==> src/rtl/cpu_pkg.sv <==
// Shared definitions for the fetch front end: branch op codes, PC step and sequencer states.
// Latency: none (definitions only).
// Backpressure: not applicable.
package cpu_pkg;

    localparam logic [10:0] ALUCTL_B  = 11'd31;
    localparam logic [10:0] ALUCTL_BL = 11'd32;
    localparam logic [31:0] PC_STEP   = 32'd4;

    // IDLE: no fetch in flight; FETCH: request out; HOLD: word waiting for decode;
    // DRAIN: request out for a fetch whose data will be thrown away after a redirect.
    typedef enum logic [1:0] {
        IDLE  = 2'd0,
        FETCH = 2'd1,
        HOLD  = 2'd2,
        DRAIN = 2'd3
    } seq_state_t;

endpackage

==> src/rtl/branch_target_calc.sv <==
// Computes the branch target and the BL link value from the branch PC and word offset.
// Latency: combinational.
// Backpressure: none; pure function of its inputs.
module branch_target_calc
    import cpu_pkg::*;
(
    input  logic [31:0] br_pc,
    input  logic [23:0] br_address,
    output logic [31:0] target,
    output logic [31:0] link
);

    logic [31:0] byte_offset;

    // Sign-extend the word offset and scale to bytes; the +8 accounts for the
    // pipeline-visible PC being two instructions ahead of the branch.
    assign byte_offset = {{6{br_address[23]}}, br_address, 2'b00};
    assign target      = br_pc + byte_offset + 32'd8;
    assign link        = br_pc + 32'd4;

endmodule

==> src/rtl/pc_sequencer.sv <==
// Owns the PC, issues fetches to imem and hands fetched words to decode; applies B/BL redirects.
// Latency: word valid to decode the cycle after imem_ack; redirect target fetched 2 cycles after br_valid.
// Backpressure: decode holds the word via instr_ready; stall only blocks launching a new fetch.
module pc_sequencer
    import cpu_pkg::*;
#(
    parameter logic [31:0] RESET_VECTOR = 32'h0000_0000,
    parameter logic [31:0] PC_STEP      = cpu_pkg::PC_STEP
) (
    input  logic        clk,
    input  logic        reset,
    input  logic        stall,
    output logic        imem_req,
    output logic [31:0] imem_addr,
    input  logic        imem_ack,
    input  logic [31:0] imem_rdata,
    output logic        instr_valid,
    output logic [31:0] instr,
    output logic [31:0] instr_pc,
    input  logic        instr_ready,
    input  logic        br_valid,
    input  logic [10:0] ALUCtl_code,
    input  logic [23:0] br_address,
    input  logic [31:0] br_pc,
    output logic        link_we,
    output logic [31:0] link_data,
    output logic [31:0] pc
);

    seq_state_t  state;
    logic [31:0] br_target;
    logic [31:0] br_link;
    logic        is_bl;
    logic        redirect;

    branch_target_calc u_target (
        .br_pc      (br_pc),
        .br_address (br_address),
        .target     (br_target),
        .link       (br_link)
    );

    assign is_bl    = (ALUCtl_code == ALUCTL_BL);
    assign redirect = br_valid & ((ALUCtl_code == ALUCTL_B) | is_bl);

    // Sequencer FSM, PC and all registered outputs; reset beats redirect beats normal flow.
    always_ff @(posedge clk) begin
        if (reset) begin
            state       <= IDLE;
            pc          <= RESET_VECTOR;
            imem_req    <= 1'b0;
            imem_addr   <= RESET_VECTOR;
            instr_valid <= 1'b0;
            instr       <= 32'd0;
            instr_pc    <= 32'd0;
            link_we     <= 1'b0;
            link_data   <= 32'd0;
        end else begin
            link_we <= 1'b0;
            if (redirect) begin
                pc      <= br_target;
                link_we <= is_bl;
                if (is_bl) begin
                    link_data <= br_link;
                end
                case (state)
                    IDLE: state <= IDLE;
                    // An outstanding request cannot be withdrawn; keep the old
                    // address on the bus and drop the data when it arrives.
                    FETCH: begin
                        if (imem_ack) begin
                            state    <= IDLE;
                            imem_req <= 1'b0;
                        end else begin
                            state <= DRAIN;
                        end
                    end
                    HOLD: begin
                        state       <= IDLE;
                        instr_valid <= 1'b0;
                    end
                    DRAIN: begin
                        if (imem_ack) begin
                            state    <= IDLE;
                            imem_req <= 1'b0;
                        end
                    end
                    default: state <= IDLE;
                endcase
            end else begin
                case (state)
                    IDLE: begin
                        if (!stall) begin
                            state     <= FETCH;
                            imem_req  <= 1'b1;
                            imem_addr <= pc;
                        end
                    end
                    FETCH: begin
                        if (imem_ack) begin
                            state       <= HOLD;
                            imem_req    <= 1'b0;
                            instr       <= imem_rdata;
                            instr_pc    <= imem_addr;
                            instr_valid <= 1'b1;
                            pc          <= pc + PC_STEP;
                        end
                    end
                    HOLD: begin
                        if (instr_ready) begin
                            instr_valid <= 1'b0;
                            if (!stall) begin
                                state     <= FETCH;
                                imem_req  <= 1'b1;
                                imem_addr <= pc;
                            end else begin
                                state <= IDLE;
                            end
                        end
                    end
                    DRAIN: begin
                        if (imem_ack) begin
                            state    <= IDLE;
                            imem_req <= 1'b0;
                        end
                    end
                    default: state <= IDLE;
                endcase
            end
        end
    end

endmodule

==> config.mk <==
export PLATFORM = sky130hd
export DESIGN_NAME = pc_sequencer
export DESIGN_NICKNAME = d
export VERILOG_FILES = /design/src/rtl/cpu_pkg.sv /design/src/rtl/branch_target_calc.sv /design/src/rtl/pc_sequencer.sv
export SDC_FILE = /design/constraint.sdc
export NUM_CORES = 1
export LEC_CHECK = 0
export CAP_MARGIN = 20
export CORE_ASPECT_RATIO = 0.6
export CORE_MARGIN = 2
export CORE_UTILIZATION = 30
export CTS_CLUSTER_DIAMETER = 80
export CTS_CLUSTER_SIZE = 24
export DETAILED_ROUTE_END_ITERATION = 8
export PLACE_DENSITY = 0.52
export REMOVE_ABC_BUFFERS = 1
export SETUP_SLACK_MARGIN = 0.2
export SLEW_MARGIN = 0
export SYNTH_ARGS = -nofsm -noshare
export SYNTH_HDL_FRONTEND = slang
export SYNTH_HIERARCHICAL = 1
export SYNTH_SLANG_ARGS = --single-unit
==> constraint.sdc <==
create_clock -name clk -period 6.27 [get_ports clk]
set_input_delay 1.5675 -clock clk [delete_from_list [all_inputs] [get_ports clk]]
set_output_delay 1.5675 -clock clk [all_outputs]
set_load 0.005 [all_outputs]
Yosys cells after proc, flatten, opt, wreduce, memory -nomap -nowiden --
Cells that the tools add are included.
Storage, ports and cells: flip-flop bits (word level) 165, input bits 105, output and inout bits 163, word-level logic and storage cells 68
Cells by class: add/subtract/negate cells 4, equality and inequality tests 11, muxes and demuxes 26, bitwise logic cells 3, reduce and logical (&&, ||, !) cells 15
Operators with widths (number):
- $mux 32 | 5
- $add 32x3->32 const B | 2
- $pmux 32 s2 | 1
- $add 32x32->32 | 1
- $add 32x4->32 const B | 1
- $mux 2 | 6
- $eq 11x5->1 const B | 1
- $eq 11x6->1 const B | 1
- $mux 1 | 10
- $ne 3x3->1 const B | 3
- $reduce_and 3->1 | 3
- $pmux 2 s4 | 1
- $reduce_bool 2->1 | 4
- $pmux 2 s3 | 1
- $reduce_and 2->1 | 3
- $reduce_or 2->1 | 3
- $eq 2x2->1 const B | 2
- $ne 2x2->1 const B | 2
- $reduce_and 4->1 | 1
- $pmux 1 s3 | 1
- $eq 2x1->1 const B | 1
- $logic_not 2->1 | 1
- $ne 2x1->1 const B | 1
- $pmux 1 s2 | 1
- 3 further kinds | 3

Depth between registers and ports, before layout --
depth after elaboration 5, gate-level depth with buffers 13, gate-level depth less buffers 13

By module --
The synthesis kept the hierarchy.
By module, submodules not included:
- pc_sequencer | times used 1, cells an instance 669, area an instance 6718.9 sq um, sequential area each 3303.2 sq um
- branch_target_calc | times used 1, cells an instance 347, area an instance 2607.5 sq um, sequential area each 0.0 sq um

Least setup slack after synthesis --
Ideal clock, no wire load.
path kind in2reg, start point in br_pc[3], end point reg pc[21], library setup time 0.140 ns, arrival time 3.857 ns, data required time 6.130 ns, path slack 2.273 ns, cell stages on the path 13, path buffers 0, cells stage by stage inv_1 > ha_1 > inv_1 > ha_1 > fa_1 > a21o_1 > a221o_1 > a21o_1 > a41oi_2 > o21ai_1 > xor2_1 > nor2_1 > a211oi_2
Between the ends: word-level cells in the longest chain between the ends 3
RTL lines:
- start: declaration | line pc_sequencer.sv:24 | input logic [31:0] br_pc,
- $add 32x32->32 | line branch_target_calc.sv:18 | assign target = br_pc + byte_offset + 32'd8;
- $add 32x4->32 | line branch_target_calc.sv:18
- net br_target[21] | line pc_sequencer.sv:31 | logic [31:0] br_target;
- $mux 32 | line pc_sequencer.sv:60 | if (redirect) begin
- end signal: assignment | line pc_sequencer.sv:61 | pc <= br_target;
- end signal: assignment | line pc_sequencer.sv:106 | pc <= pc + PC_STEP;
- end: declaration | line pc_sequencer.sv:27 | output logic [31:0] pc
The timed path passes the listed nets, and every way through them passes these cells. A chain may end at the register's enable or synchronous reset.

Worst setup path in the final report --
start point in br_pc[3], end point reg pc[27]
Same word-level chain as after synthesis.

==> flow_metrics.tcl <==
set metrics [dict create \
    critPathArrivalTime_ns 4.81 \
    status "completed" \
    power_density_nw_per_um2 205 \
    diodes 0 \
    io_buffers 267 \
    drt-total-wl_um 27300 \
    reg2reg_slack_ns 3.78 \
    layout_common_cells "clkdlybuf4s50_1 (266), nor2_1 (186), dfxtp_1 (165), mux2i_1 (130), ha_1 (63)" \
    viasPerCell 4.83 \
    tightestPinTransition_ns 1.06 \
    ant_nets 0 \
    worstHoldPathType "flop to flop" \
    final_common_cell "clkdlybuf4s50_1" \
    drive_above_1_share_pct 6.59 \
    max-cap-violations 0 \
    area.growth.synth_to_final_pct 38.0 \
    synthAdderAreaFrac_pct 8.67 \
    whs_ns 0.480 \
    drt-initial-drc-count 430 \
    overflow 0 \
    finClkSkew_ns 0.00999 \
    initial_core_util_pct 30.8 \
    wl_per_cell_um 16.4 \
    io_pins 268 \
    design_area_um2 12900 \
    crit_required_ns 6.64 \
    synth_top_family_by_area "simple AND/OR/NAND/NOR gates" \
    synth_cells 1016 \
    coreArea_um2 30300 \
    relSlewSlack_pct 29.5 \
    antenna_found_initial 1 \
    ys_seq_area_share_pct 35.4 \
    rsz0062_at_grt "false" \
    rows 49 \
    die-width_um 232 \
    ys_types 77 \
    cts_buffers 17 \
    total_power_mw 2.63 \
    grt_max_degree 126 \
    synth-simple-area-share_pct 19.2 \
    setup_slack_ns 1.83 \
    cts_max_level 4 \
    critPathKind "input port to flop" \
    die_h_um 141 \
    dp_hpwl_um 20300 \
    placed_area_um2 12300 \
    fp.dieArea_um2 32600 \
    firstDrtPassIters 5 \
    finalCriticalPeriod_ns 4.44 \
    nets 1416 \
    start_kind "input port" \
    synth_flop_cell "dfxtp_1" \
    grt_first_pass_wirelength_um 43300 \
    setup_viol 0 \
    synth-xor-area-share_pct 7.51 \
    synth_compound_area_share_pct 11.2 \
    leakagePower_nw 5.00 \
    synthMuxAreaShare_pct 14.0 \
    grt_pass1_vias 7671 \
    cp_max_fo 3 \
    final_core_util_pct 42.5 \
    avgSynthCellArea_um2 9.18 \
    syn_area_um2 9330 \
    hold_viol 0 \
    track_usage_pct 16.9 \
    cts_setup_buffers 0 \
    cts.path.max_buffers 2 \
    vias 8056 \
    cts_sinks 165 \
    drv_slew 0 \
    cts-root-buf "clkbuf_16" \
    clkTransAtPathRegs_ns 0.07 \
    max_freq_mhz 225 \
    async_flop_share_pct 0 \
    period_share_pct 70.8 \
    vdd_drop_max_uv 182 \
    synth_edf_count 0 \
    critPathCaptureType "flop" \
    cts_tree "yes" \
    gp_congestion 0.857 \
    clk-insertion-delay-late_ns 0.45 \
    yosysWarnings 6 \
    pre_cts_slack_ns 1.37 \
    ys_ff_latch 165 \
    ctsHoldBuffers 0 \
    drc_errors 0 \
    ctsResizeCount 0 \
]
-- per-layer routing --
layer	up-vias	routed length [um]	global-route usage [%]
met1	3771	13700	24.4
met3	21	1850	5.20
li1	4062	-	-
met2	200	11400	24.2
met4	2	293	4.35
met5	-	12	0
-- Yosys cell counts (all sizes together), types with 2 or more instances --
| cell | number | area, um2 |
|---|---|---|
| dfxtp | 165 | 3300 |
| nor3 | 14 | 106 |
| or3 | 3 | 18.8 |
| a31o | 3 | 35.0 |
| nand3 | 35 | 180 |
| clkbuf | 30 | 114 |
| a31oi | 5 | 31.3 |
| nand2 | 50 | 188 |
| xnor2 | 52 | 455 |
| a211oi | 29 | 278 |
| ha | 63 | 788 |
| inv | 21 | 78.8 |
| nor2b | 3 | 18.8 |
| a221oi | 3 | 32.5 |
| nor2 | 188 | 711 |
| o21ai | 10 | 61.3 |
| nor4b | 2 | 30.0 |
| o221ai | 5 | 43.8 |
| o21a | 5 | 37.5 |
| and4 | 6 | 55.1 |
| a21oi | 36 | 184 |
| and3 | 7 | 43.8 |
| nor4 | 13 | 163 |
| a21o | 14 | 106 |
| a211o | 4 | 35.0 |
| and2 | 4 | 26.3 |
| or4 | 3 | 26.3 |
| a311oi | 2 | 17.5 |
| xor2 | 28 | 245 |
| buf | 31 | 184 |
| nand4 | 22 | 159 |
| o211ai | 4 | 30.0 |
| o221a | 2 | 22.5 |
| nand2b | 4 | 25.0 |
| mux2i | 130 | 1300 |
-- cells by family (layout without fill, tap and decap cells) --
group	after synthesis	in the layout
compound gates	136	136
xor+xnor	80	80
fa+ha+maj	64	64
buf+inv	82	325
flops	165	165
mux	130	130
simple gates	359	359
-- power breakdown --
part           switching [mW]  total (mW)  internal (mW)
clock                   0.494        1.05          0.557
sequential            0.00995        1.07           1.06
combinational           0.269       0.509          0.240
total                   0.773        2.63           1.86
-- final timing paths --
| path | start | end | cells past startpoint |
|---|---|---|---|
| min reg2reg | pc[0] | pc[0] | 2 |
| max | br_pc[3] | pc[27] | 14 |
| min | pc[0] | pc[0] | 2 |
| max reg2reg | state[1] | instr[30] | 8 |
-- state kept, by name, summed over array words and instances, names as in the netlist --
| register | count |
|---|---|
| state | 2 |
| link_we | 1 |
| link_data | 32 |
| imem_addr | 32 |
| pc | 32 |
| instr | 32 |
| instr_pc | 32 |
| instr_valid | 1 |
| imem_req | 1 |
-- per-stage QoR --
step	TNS (ns)	instances
after detailed placement	0	1635
after CTS	0	1666
after global routing	0	1667
after floorplan	-44.87	955
final	0	1667
after global placement	0	1635
-- layout make-up --
type	count	area [um2]
tap	408	510
sequential	165	3300
inverter	21	78.8
clock buffer	17	425
clock inverter	14	143
multi-input combinational	769	5670
timing repair buffer	273	2740
fill	3036	17400
-- critical path, stage by stage --
cell and delay, ns:
clkdlybuf4s50_1 0.51, inv_1 0.10, ha_1 0.28, inv_1 0.04, ha_1 0.21, fa_1 0.42, a21o_1 0.24, a221oi_2 0.37
o221ai_1 0.26, a21oi_1 0.29, o21ai_1 0.10, xor2_1 0.14, nor2_1 0.07, a211oi_2 0.20
Power figures use the tool's default switching activity.
